==> src/rtl/spi_sender.sv <==
// SPI mode-0 byte sender with a small transmit FIFO.
// Bytes written into the FIFO are shifted out MSB first. CS_N stays low
// across back-to-back bytes while ENABLE is high and data is queued.
//
// state | meaning
// ------+--------------------------------------------------------------
// IDLE  | CS_N high, SCLK low, waiting for ENABLE and a queued byte
// LOAD  | one cycle: FIFO head is in the shift register, CS_N low, MOSI = bit 7
// SHIFT | SCLK runs, one bit per SCLK period, new bit on each falling toggle
// DONE  | one cycle: byte finished, chain into LOAD or release CS_N
module spi_sender #(
    parameter int DEPTH   = 4,
    parameter int CLK_DIV = 4
) (
    input  logic       S_CLK,
    input  logic       CLR,
    input  logic       SENDER_WRITE,
    input  logic [7:0] DATA_IN,
    input  logic       ENABLE,
    output logic       SCLK,
    output logic       MOSI,
    output logic       CS_N,
    output logic       SENDER_BUFFER_SH_LD,
    output logic       SENDER_BUFFER_FULL_STATE,
    output logic       SENDER_FULL_STATE,
    output logic       SENDER_EMPTY_STATE,
    output logic       WRITE_OVERFLOW
);

    localparam int PTR_W = $clog2(DEPTH);
    localparam int CNT_W = PTR_W + 1;
    localparam int DIV_W = 8;
    localparam logic [PTR_W-1:0] PTR_LAST = PTR_W'(DEPTH - 1);
    localparam logic [DIV_W-1:0] DIV_LAST = DIV_W'(CLK_DIV - 1);

    typedef enum logic [1:0] {
        IDLE,
        LOAD,
        SHIFT,
        DONE
    } state_t;

    state_t           state;
    logic [7:0]       mem [DEPTH];
    logic [PTR_W-1:0] wr_ptr;
    logic [PTR_W-1:0] rd_ptr;
    logic [CNT_W-1:0] count;
    logic [CNT_W-1:0] count_next;
    logic [7:0]       head;
    logic [7:0]       shreg;
    logic [DIV_W-1:0] div_cnt;
    logic [3:0]       tog_cnt;
    logic             push;
    logic             pop;
    logic             drop;

    assign head = mem[rd_ptr];

    // Push/pop decode; a pop in the same cycle frees the slot a full-FIFO write needs.
    always_comb begin
        pop  = (state == LOAD);
        push = SENDER_WRITE && (!SENDER_FULL_STATE || pop);
        drop = SENDER_WRITE && SENDER_FULL_STATE && !pop;
        count_next = count;
        case ({push, pop})
            2'b10:   count_next = count + 1'b1;
            2'b01:   count_next = count - 1'b1;
            default: count_next = count;
        endcase
    end

    // FIFO pointers, occupancy and registered status flags.
    always_ff @(posedge S_CLK) begin
        if (CLR) begin
            wr_ptr             <= '0;
            rd_ptr             <= '0;
            count              <= '0;
            SENDER_FULL_STATE  <= 1'b0;
            SENDER_EMPTY_STATE <= 1'b1;
            WRITE_OVERFLOW     <= 1'b0;
        end else begin
            if (push) begin
                wr_ptr <= (wr_ptr == PTR_LAST) ? '0 : wr_ptr + 1'b1;
            end
            if (pop) begin
                rd_ptr <= (rd_ptr == PTR_LAST) ? '0 : rd_ptr + 1'b1;
            end
            count              <= count_next;
            SENDER_FULL_STATE  <= (count_next == CNT_W'(DEPTH));
            SENDER_EMPTY_STATE <= (count_next == '0);
            WRITE_OVERFLOW     <= drop;
        end
    end

    // FIFO storage; contents need no reset because the pointers define validity.
    always_ff @(posedge S_CLK) begin
        if (!CLR && push) begin
            mem[wr_ptr] <= DATA_IN;
        end
    end

    // Transfer sequencer with registered SPI and status outputs.
    always_ff @(posedge S_CLK) begin
        if (CLR) begin
            state                    <= IDLE;
            SCLK                     <= 1'b0;
            MOSI                     <= 1'b0;
            CS_N                     <= 1'b1;
            SENDER_BUFFER_SH_LD      <= 1'b0;
            SENDER_BUFFER_FULL_STATE <= 1'b0;
            shreg                    <= '0;
            div_cnt                  <= '0;
            tog_cnt                  <= '0;
        end else begin
            case (state)
                IDLE: begin
                    if (ENABLE && !SENDER_EMPTY_STATE) begin
                        state                    <= LOAD;
                        CS_N                     <= 1'b0;
                        SENDER_BUFFER_FULL_STATE <= 1'b1;
                        shreg                    <= head;
                        MOSI                     <= head[7];
                    end
                end
                LOAD: begin
                    state               <= SHIFT;
                    SENDER_BUFFER_SH_LD <= 1'b1;
                    div_cnt             <= '0;
                    tog_cnt             <= '0;
                end
                SHIFT: begin
                    if (div_cnt == DIV_LAST) begin
                        div_cnt <= '0;
                        SCLK    <= ~SCLK;
                        tog_cnt <= tog_cnt + 4'd1;
                        // Data moves only on falling toggles so MOSI is stable at every rise.
                        if (SCLK) begin
                            shreg <= shreg << 1;
                            MOSI  <= shreg[6];
                        end
                        if (tog_cnt == 4'd15) begin
                            state                    <= DONE;
                            SENDER_BUFFER_SH_LD      <= 1'b0;
                            SENDER_BUFFER_FULL_STATE <= 1'b0;
                        end
                    end else begin
                        div_cnt <= div_cnt + 8'd1;
                    end
                end
                DONE: begin
                    if (ENABLE && !SENDER_EMPTY_STATE) begin
                        state                    <= LOAD;
                        SENDER_BUFFER_FULL_STATE <= 1'b1;
                        shreg                    <= head;
                        MOSI                     <= head[7];
                    end else begin
                        state <= IDLE;
                        CS_N  <= 1'b1;
                        MOSI  <= 1'b0;
                    end
                end
                default: begin
                    state <= IDLE;
                    CS_N  <= 1'b1;
                    MOSI  <= 1'b0;
                end
            endcase
        end
    end

endmodule

==> config.mk <==
export PLATFORM = sky130hd
export DESIGN_NAME = spi_sender
export DESIGN_NICKNAME = d
export VERILOG_FILES = /design/src/rtl/spi_sender.sv
export SDC_FILE = /design/constraint.sdc
export NUM_CORES = 1
export LEC_CHECK = 0
export ABC_CLOCK_PERIOD_IN_PS = 3150
export CELL_PAD_IN_SITES_DETAIL_PLACEMENT = 2
export CELL_PAD_IN_SITES_GLOBAL_PLACEMENT = 2
export CORE_MARGIN = 2
export CORE_UTILIZATION = 40
export DETAILED_ROUTE_END_ITERATION = 10
export PLACE_DENSITY_LB_ADDON = 0.08
export SYNTH_ARGS = -nofsm -noshare
export SYNTH_HDL_FRONTEND = slang
export SYNTH_SLANG_ARGS = --single-unit
==> constraint.sdc <==
create_clock -name S_CLK -period 3.15 [get_ports S_CLK]
set_clock_uncertainty 0.2 [all_clocks]
set_input_delay 0.315 -clock S_CLK [delete_from_list [all_inputs] [get_ports S_CLK]]
set_output_delay 0.315 -clock S_CLK [all_outputs]
set_load 0.005 [all_outputs]
==> results.ini, run 1 <==
[routing]
top_layer_used = met4
drc = 0
route.met2.wl_mm = 3.387
routed_wl_mm = 6.408
drt_pre_antenna_iters = 4
wl_per_cell_um = 17.04
ant_nets = 0
initialDrtViolationCount = 32
vias = 1975
route.met3.wl_um = 152
wl_met1_mm = 2.762
via_per_inst = 5.253

[critical_path]
cp-start-kind = flip-flop
reg2regPathDepth = 10
worstPathMaxFanout = 5
cp.arrival_ns = 2.90
r2r_slack_ns = 0.33
crit_start = state[1]$_SDFFE_PP0P_
rr_startpoint = state[1]$_SDFFE_PP0P_
endpoint_kind = flip-flop
path_class = flip-flop to flip-flop
cp.required_ns = 3.24
worstReg2RegEnd = SENDER_FULL_STATE$_SDFF_PP0_

[clock_network]
cts-root-buf = clkbuf_8
numCtsBuffers = 9
ctsHoldBuffers = 0
cts_setup_buffers = 0
cts_tree = yes
ctsHtreeMaxLevel = 3
cts_buffer_depth = 2
clk_latency_ns = 0.35
cts.clk_slew.worst_paths_ns = 0.09
cts_sinks = 70
cts_resized = 0

[min_path]
hold_path.class = flip-flop to flip-flop
min-delay-start = SENDER_BUFFER_FULL_STATE$_SDFFE_PP0P_
worstHoldEndpoint = SENDER_BUFFER_FULL_STATE$_SDFFE_PP0P_
whs_path_depth = 2

[finish]
antenna_cells = 0
nets = 298
post_route_cells_drive_above_1_share = 0.1480
multi_input_area_mm2 = 0.001277
fill_cells = 733
syn_to_final_growth_pct = 16.60
ff_latch_area_mm2 = 0.001722

[synth]
synth_top_area_frac = 0.3132
synth_common_cells = dfxtp_1, edfxtp_1, nor2_1, ha_1
yosysUniqueCellTypes = 47
syn_area_mm2 = 0.003068
syn_avg_cell_area_um2 = 12.47
yosysMostFrequentCell = dfxtp_1
syn_nets = 272
ys_ff_latch = 70
yosysWarnings = 0
synth_area_leader_cell = edfxtp_1
ys_async_sr_fraction = 0
ys_seq_area_frac = 0.5612
syn_inst = 246
synthFlopType = dfxtp_1
ys_top_cells_by_area = edfxtp_1, dfxtp_1, mux4_2
synth_edf_count = 32

[timing]
finalCriticalPeriod_ns = 2.817
slew_headroom = 0.5179
rsz0062_at_grt = no
fmaxAchievable_ghz = 0.3550
hold_viol = 0
setup_viol = 0
worst_slack_ns = 0.3334
tns_ns = 0
drv_slew = 0
worst_pin_slew_ns = 0.7177
fin_crit_sh = 0.8942

[place]
io_buffer_count = 19
gp_congestion = 0.7079
dp_hpwl_mm = 4.578
dp_worst_setup_slack_ns = 0.2244

[grt]
first_global_vias = 2213
grt_max_degree = 17
grt-ovfl-total = 0
grt_first_pass_wirelength_mm = 10.98
grtUsageTotal = 0.1723
antenna_found_initial = 0

[power]
ir_worst_vdd_v = 0.0003820
power_density_mw_per_mm2 = 780.4
leakagePower_nw = 1.285

[floorplan]
core_area_mm2 = 0.007331
die_area_mm2 = 0.008386
start_util = 0.4185
top_level_ports = 20
die_height_um = 91.58
fp.dieW_um = 91.58
fp-row-count = 31

[flow_run]
maxCapViolCount = 0

[status]
outcome = finished clean

-- flip-flops by register name, summed over array words and instances (netlist names), named ones only --
name	flops
CS_N	1
MOSI	1
SCLK	1
SENDER_BUFFER_FULL_STATE	1
SENDER_BUFFER_SH_LD	1
SENDER_EMPTY_STATE	1
SENDER_FULL_STATE	1
WRITE_OVERFLOW	1
count	3
div_cnt	8
mem	32
rd_ptr	2
shreg	7
state	2
tog_cnt	4
wr_ptr	2
-- power by group --
part / internal, mW / switching, mW / total [mW] / leakage (nW)
registers: 1.08 / 0.105 / 1.18 / 0.601
logic: 0.413 / 0.480 / 0.893 / 0.582
clock network: 0.316 / 0.399 / 0.715 / 0.103
total: 1.81 / 0.984 / 2.79 / 1.29
-- layout by cell type, fill, tap and decap left out, drive strengths merged, types with 2 or more instances in the layout --
cell type | netlist | routed
a211oi | 3 | 3
a221oi | 7 | 7
o21ai | 5 | 5
clkbuf | 2 | 9
edfxtp | 32 | 32
mux2i | 10 | 10
dfxtp | 38 | 38
clkinv | 0 | 2
o211ai | 2 | 2
xor2 | 6 | 6
clkdlybuf4s50 | 0 | 19
and3 | 4 | 4
nand2 | 10 | 10
xnor2 | 5 | 5
a21oi | 10 | 10
or3 | 5 | 5
inv | 11 | 16
nand2b | 2 | 2
ha | 13 | 13
mux4 | 8 | 8
nand3 | 4 | 4
o31ai | 3 | 3
nand4 | 7 | 7
buf | 5 | 3
nor3 | 4 | 4
nor2 | 27 | 27
nor2b | 3 | 3
and2 | 6 | 6
-- routing by layer --
| layer | GRT usage | vias up |
|---|---|---|
| met1 | 0.1960 | 984 |
| met3 | 0.03817 | 7 |
| met2 | 0.3076 | 22 |
| met5 | 0 | - |
| li1 | - | 962 |
| met4 | 0.07576 | 0 |
-- final cells by class --
type | count | share of cell area
repair buffers | 22 | 0.05946
flip-flops and latches | 70 | 0.4813
multi-input cells | 158 | 0.3571
well taps | 99 | 0.03463
clock buffers | 9 | 0.03463
inverters | 11 | 0.01154
clock inverters | 7 | 0.02134
-- cells by family after synthesis --
| family | Yosys count | share of synthesized area |
|---|---|---|
| buf+inv | 18 | 0.02365 |
| xor+xnor | 11 | 0.03140 |
| fa+ha+maj | 14 | 0.05954 |
| simple gates | 78 | 0.1350 |
| compound gates | 37 | 0.09788 |
| mux | 18 | 0.09135 |
| flops | 70 | 0.5612 |
-- how the worst max path moves through the flow --
stage | depth (start not counted) | to
2_1_floorplan | 10 | SENDER_FULL_STATE$_SDFF_PP0_
3_3_place_gp | 10 | SENDER_FULL_STATE$_SDFF_PP0_
3_5_place_dp | 10 | SENDER_FULL_STATE$_SDFF_PP0_
4_1_cts | 10 | SENDER_FULL_STATE$_SDFF_PP0_
5_1_grt | 10 | SENDER_FULL_STATE$_SDFF_PP0_
6_report | 10 | SENDER_FULL_STATE$_SDFF_PP0_
-- critical path: stages, from the launching register on --
cell and delay, ns:
dfxtp_1 0.38, inv_1 0.12, ha_1 0.23, o21ai_2 0.26, ha_1 0.24, inv_1 0.07, fa_1 0.41, xor2_1 0.18
or3_1 0.31, a21oi_1 0.22, nor2b_1 0.15
-- through the flow --
stage                     cell area, um^2    util  std cells  hold slack (ns)  total power [mW]
after global placement               3373  0.4601        360           0.2726             2.077
final                                3577  0.4880        376           0.3021             2.792
after global routing                 3577  0.4880        376           0.3419             2.989
after CTS                            3573  0.4875        376           0.3101             2.843
after detailed placement             3373  0.4601        360           0.2936             2.108
after floorplan                      3068       -        246           0.2029             1.823
Note: power is estimated with default switching activity, not from simulation.
==> run 2: changes to the inputs <==
Settings changed: HOLD_SLACK_MARGIN from default to 0.03.
==> results of run 2 <==
The final DEF is identical to that of run 1; final timing and power are the same.
==> variant 1: new RTL, settings of run 2 <==
`DEPTH`: 4 -> 8.
--- a/src/rtl/spi_sender.sv
+++ b/src/rtl/spi_sender.sv
@@ -11,3 +11,3 @@
 module spi_sender #(
-    parameter int DEPTH   = 4,
+    parameter int DEPTH   = 8,
     parameter int CLK_DIV = 4
Check against the original RTL: not equivalent (a bounded check fails within 10 cycles, from zero or initial values).
==> variant 1 against run 2 <==
Sequential cell count rose by 36; synthesized area rose by 48%; worst hold slack got worse by 13 ps; via count rose by 48%; first-iteration DRC count rose to 5.6 times the old value; total power rose by 47%; largest power group unchanged; critical path type unchanged; final area rose by 46%; setup slack got worse by 62 ps; largest cell class unchanged; fmax fell by 2.2%; critical endpoint is now SENDER_EMPTY_STATE; wire length rose by 83%; non-clock buffer count rose by 12; cell count rose by 37%.
==> variant 1: results (changes against run 2) <==
======================================================================================
Routed wire length on met2 ..............................................      5990 µm   +77%
GRT Util Overall ........................................................        20.5%   +3.3 points
Top cells by area, synth ................................................ edfxtp_1 (42%), dfxtp_1 (19%), mux4_2 (7.4%)
Worst stage delay on the critical path ..................................       380 ps   -30 ps
Later-pin clock latency in the skew report ..............................       350 ps   about the same
Synthesis warning total .................................................            0   unchanged
Pre-CTS WS ..............................................................       199 ps   -25.8 ps
Leftover overflow at the end of global routing ..........................            0   unchanged
Fmax ....................................................................      347 MHz   -2.2%
Largest registers in the final layout ................................... mem: 64 flops, div_cnt: 8 flops, shreg: 7 flops
DR pass1 iterations .....................................................            4   unchanged
Number of library cell types mapped by synthesis ........................           57   +21%
Met1 layer wirelength in the final routing ..............................      4980 µm   +80%
Number of antenna violations at the first check in global routing .......            0   unchanged
Met3 wire length ........................................................       461 µm   +200%
Global-route track usage on met1 ........................................        25.1%   +5.5 points
Static Leakage ..........................................................      1.79 nW   +39%
Number of I/O port buffers ..............................................           19   unchanged
Launch point of the worst hold path ..................................... SENDER_BUFFER_SH_LD
Met3 layer usage reported by global route ...............................        5.32%   +1.5 points
Start point of the critical path ........................................     state[1]
Clock slew at the register clock pins of the worst setup and hold paths .        70 ps   -20 ps
Worst Hold Path Cells ...................................................            2   unchanged
Crit Reg-Reg Endpoint ................................................... SENDER_EMPTY_STATE
Post-synth EDFFs ........................................................           64   +100%
Clock tree root driver cell .............................................    clkbuf_16
Post-layout nets ........................................................          397   +33%
Wire length of the first global-routing pass ............................     18900 µm   +73%
Pin count of the biggest net entering global routing ....................           23   +6
1st-iter DRT viols ......................................................          180   +460%
Fraction of the yosys area taken by sequential cells ....................        60.9%   +4.8 points
R2R setup slack .........................................................       270 ps   -60 ps
Synth top cells by count ................................................ edfxtp_1 (64), dfxtp_1 (42), nor2_1 (32), a21oi_1 (22), mux4_2 (15)
HPWL after detailed placement ...........................................      8230 µm   +80%
Peak fanout along the critical path .....................................            6   +1
Internal power ..........................................................      2.69 mW   +49%
Async S/R FF share, synth ...............................................           0%   unchanged
Total of fill cells in the finished design ..............................         1080   +47%
IR drop worst, VDD ......................................................     0.472 mV   +24%
Clock Path Buffers ......................................................            2   unchanged
Critical path arrival ...................................................      2940 ps   +40 ps
Fraction of layout cells with a size suffix above 1 .....................        15.7%   +0.89 points
Met2 usage in global routing ............................................        35.2%   +4.5 points
Number of antenna diodes ................................................            0   unchanged
Outcome ................................................................. finished, final reports clean
Routed vias .............................................................         2923   +48%
Hold Path Sink .......................................................... SENDER_BUFFER_SH_LD
GP Congestion ...........................................................        0.794   +12%
Slew Limit Headroom .....................................................        48.1%   -3.7 points
Cell with the biggest individual delay on the critical path .............      dfxtp_1
Primary flip-flop cell chosen by synthesis mapping ......................     edfxtp_1
H-tree levels ...........................................................            3   unchanged
Vias in the first global route ..........................................         3323   +50%
Family with the most delay on the worst path ............................  adder cells
Average wire length per cell after detail routing .......................      22.8 µm   +34%
Number of nets in the synthesized netlist ...............................          365   +34%
======================================================================================
variant 1: cell count changes after synthesis, sizes merged, moves of 6 or more:
cell and delta:
a21oi +12, a221oi -6, a22o +6, edfxtp +32
mux4 +7, nand3 +7, o22ai +6
variant 1: area by class of cell:
cell class / instances / area share (%)
Timing Repair Buffer: 34 / 5.78
Multi-Input combinational cell: 207 / 31.9
Inverter: 13 / 0.932
Tap cell: 140 / 3.35
Clock inverter: 6 / 0.860
Sequential cell: 106 / 52.8
Clock buffer: 10 / 4.37
variant 1: power groups by stage:
stage | Sequential (mW) | Combinational, mW | Clock [mW]
detailed placement | 1.75 | 1.30 | 0
global route | 1.74 | 1.47 | 1.14
CTS | 1.72 | 1.32 | 1.09
finish | 1.72 | 1.32 | 1.06
floorplan | 1.71 | 0.896 | 0
global placement | 1.74 | 1.22 | 0
variant 1: logic make-up after synthesis:
family	count (synthesis)	synth area share [%]
muxes	25	9.73
and+or+nand+nor	94	11.6
xor gates and xnor gates	10	1.93
AOI/OAI and AO/OA	64	9.46
adders and majority gates	14	3.86
DFF	106	60.9
buffers and inverters	26	2.51
variant 1: stage by stage:
| stage | cell area [µm²] | power (mW) | hold WS, ps | std cells | utilization, % |
|---|---|---|---|---|---|
| floorplan | 4540 | 2.61 | 214 | 339 | - |
| CTS | 5230 | 4.13 | 296 | 516 | 47.8 |
| global placement | 4950 | 2.96 | 250 | 500 | 45.3 |
| detailed placement | 4950 | 3.05 | 279 | 500 | 45.3 |
| finish | 5240 | 4.09 | 289 | 516 | 47.9 |
| global route | 5240 | 4.34 | 325 | 516 | 47.9 |
variant 1: repair_timing:
action                     CTS  global route
buffers inserted             0             0
setup endpoints to repair    0             1
resized for setup            0             3
==> variant 2: new RTL, settings of run 2 <==
Without the edit above. The 4 states of `state_t` get a Gray code encoding in 2 bits.
--- a/src/rtl/spi_sender.sv
+++ b/src/rtl/spi_sender.sv
@@ -36,6 +36,6 @@
     typedef enum logic [1:0] {
-        IDLE,
-        LOAD,
-        SHIFT,
-        DONE
+        IDLE  = 2'b00,
+        LOAD  = 2'b01,
+        SHIFT = 2'b11,
+        DONE  = 2'b10
     } state_t;
Formal check against the unedited RTL: no difference found for any inputs over 10 cycles, from zero or initial values; not proved beyond that.
==> variant 2 against run 2 <==
Utilization down 1.3 points; fmax grew 6.4%; sequential share of layout area grew 2.1 points; synthesized area decreased by 3.7%; wire length shrank 0.62%; largest cell class unchanged; setup slack gained 170 ps; first-iteration DRC count rose by 59%; sequential cell count stayed put; worst hold slack worse by 40 ps; count of clock-buffer cells in the layout did not move; final area fell by 4.3%.
Power is not compared: it rests on default switching activity, and its combinational part moved more than twofold at a synthesized area within 25%.
==> variant 2: results (changes against run 2) <==
======================================================================================
HPWL after detailed placement ...........................................      4380 µm   -4.3%
Post-layout nets ........................................................          281   -5.7%
Area of combinational cells with multiple inputs ........................  0.00113 mm²   -11%
Async S/R FF share, synth ...............................................           0%   unchanged
Family with the most delay on the worst path ............................ simple AND/OR/NAND/NOR gates
1st-iter DRT viols ......................................................           51   +59%
Cell count after synthesis ..............................................          238   -3.3%
Number of antenna violations at the first check in global routing .......            0   unchanged
DP Area .................................................................  0.00324 mm²   -3.9%
Total of fill cells in the finished design ..............................          729   -0.55%
H-tree levels ...........................................................            3   unchanged
Slew @ Worst Pin ........................................................       827 ps   +109 ps
GRT Util Overall ........................................................        17.5%   +0.23 points
Top cells by area, synth ................................................ edfxtp_1 (33%), dfxtp_1 (26%), mux4_2 (6.1%)
Adder-cell share of the synthesized area ................................        4.06%   -1.9 points
Peak fanout along the critical path .....................................            6   +1
Average wire length per cell after detail routing .......................      17.5 µm   +2.7%
Overall routed net length ...............................................      6370 µm   -0.62%
Outcome ................................................................. finished, final reports clean
Clock group power .......................................................     0.675 mW
Register share of the cell area .........................................        50.3%   +2.1 points
GP Congestion ...........................................................        0.691   -2.3%
Clock slew at the register clock pins of the worst setup and hold paths .        80 ps
Fraction of layout cells with a size suffix above 1 .....................        14.7%   -0.084 points
Layout buffer count excluding clock buffers .............................           23   +4.5%
Leftover overflow at the end of global routing ..........................            0   unchanged
Post-synthesis share of cell area spent on xor and xnor gates ...........       0.889%   -2.3 points
# resized after CTS .....................................................            0   unchanged
Multi-In Gates ..........................................................          144   -8.9%
Cells after DPL .........................................................          348   -3.3%
Number of library cell types mapped by synthesis ........................           41   -13%
Worst stage delay on the critical path ..................................       410 ps   about the same
Wire length of the first global-routing pass ............................     11000 µm   about the same
Fraction of the yosys area taken by sequential cells ....................        58.3%   +2.1 points
Pre-CTS WS ..............................................................       306 ps   +81.4 ps
Area overhead of the layout relative to synthesis .......................        15.9%
Fraction of area in non-clock buffers ...................................        6.43%   +0.48 points
Count of clock buffers in the final design ..............................            9   unchanged
Number of signal-net inverters in the final layout ......................           12   +1
Comb power ..............................................................     0.330 mW
Number of nets in the synthesized netlist ...............................          259   -4.8%
Synth Area per Inst .....................................................     12.4 µm²   -0.43%
Sw power ................................................................     0.590 mW
Mean number of vias per cell ............................................         5.24   -0.31%
Vias in the first global route ..........................................         2085   -5.8%
Clock network share of area .............................................        5.30%   -0.30 points
Pin count of the biggest net entering global routing ....................           34   +17
Synth top cells by count ................................................ dfxtp_1 (38), edfxtp_1 (32), a21oi_1 (20), nor2_1 (18)
Launch point of the worst hold path .....................................     shreg[0]
Multiplexer share of the synthesized area ...............................        11.8%   +2.6 points
Largest registers in the final layout ................................... mem: 32 flops, div_cnt: 8 flops, shreg: 7 flops
Cell with the biggest individual delay on the critical path .............      dfxtp_1
Compound-gate portion of the synthesized area ...........................        9.82%   +0.034 points
Critical path arrival ...................................................      2720 ps   -180 ps
======================================================================================
==> variant 2: cell count changes in the layout (fill, tap and decap cells not counted), moves of 4 or more <==
| cell | delta |
|---|---|
| a21oi_1 | +10 |
| nor2_1 | -9 |
| nand4_1 | -7 |
| a221oi_2 | -6 |
| and2_1 | -6 |
| mux2_2 | +6 |
| ha_1 | -5 |
| nand3_1 | +5 |
| o21ai_0 | +5 |
| a311oi_1 | +4 |
| and3_1 | +4 |
| xnor2_1 | -4 |
| xor2_1 | -4 |
==> variant 2: path summary, 6_finish.rpt <==
path	end	slack, ps	cells after the start
worst min-delay path	shreg[0]	260	2
worst max-delay path	SENDER_FULL_STATE	500	10
worst max register to register	SENDER_FULL_STATE	500	10
worst min register to register	shreg[0]	260	2
==> variant 2: metal layers <==
layer  global-route usage, %  routed length [µm]
met1                    22.0                2890
met2                    28.6                3180
met3                    5.20                 187
met4                    6.54                 110
met5                       0                   0
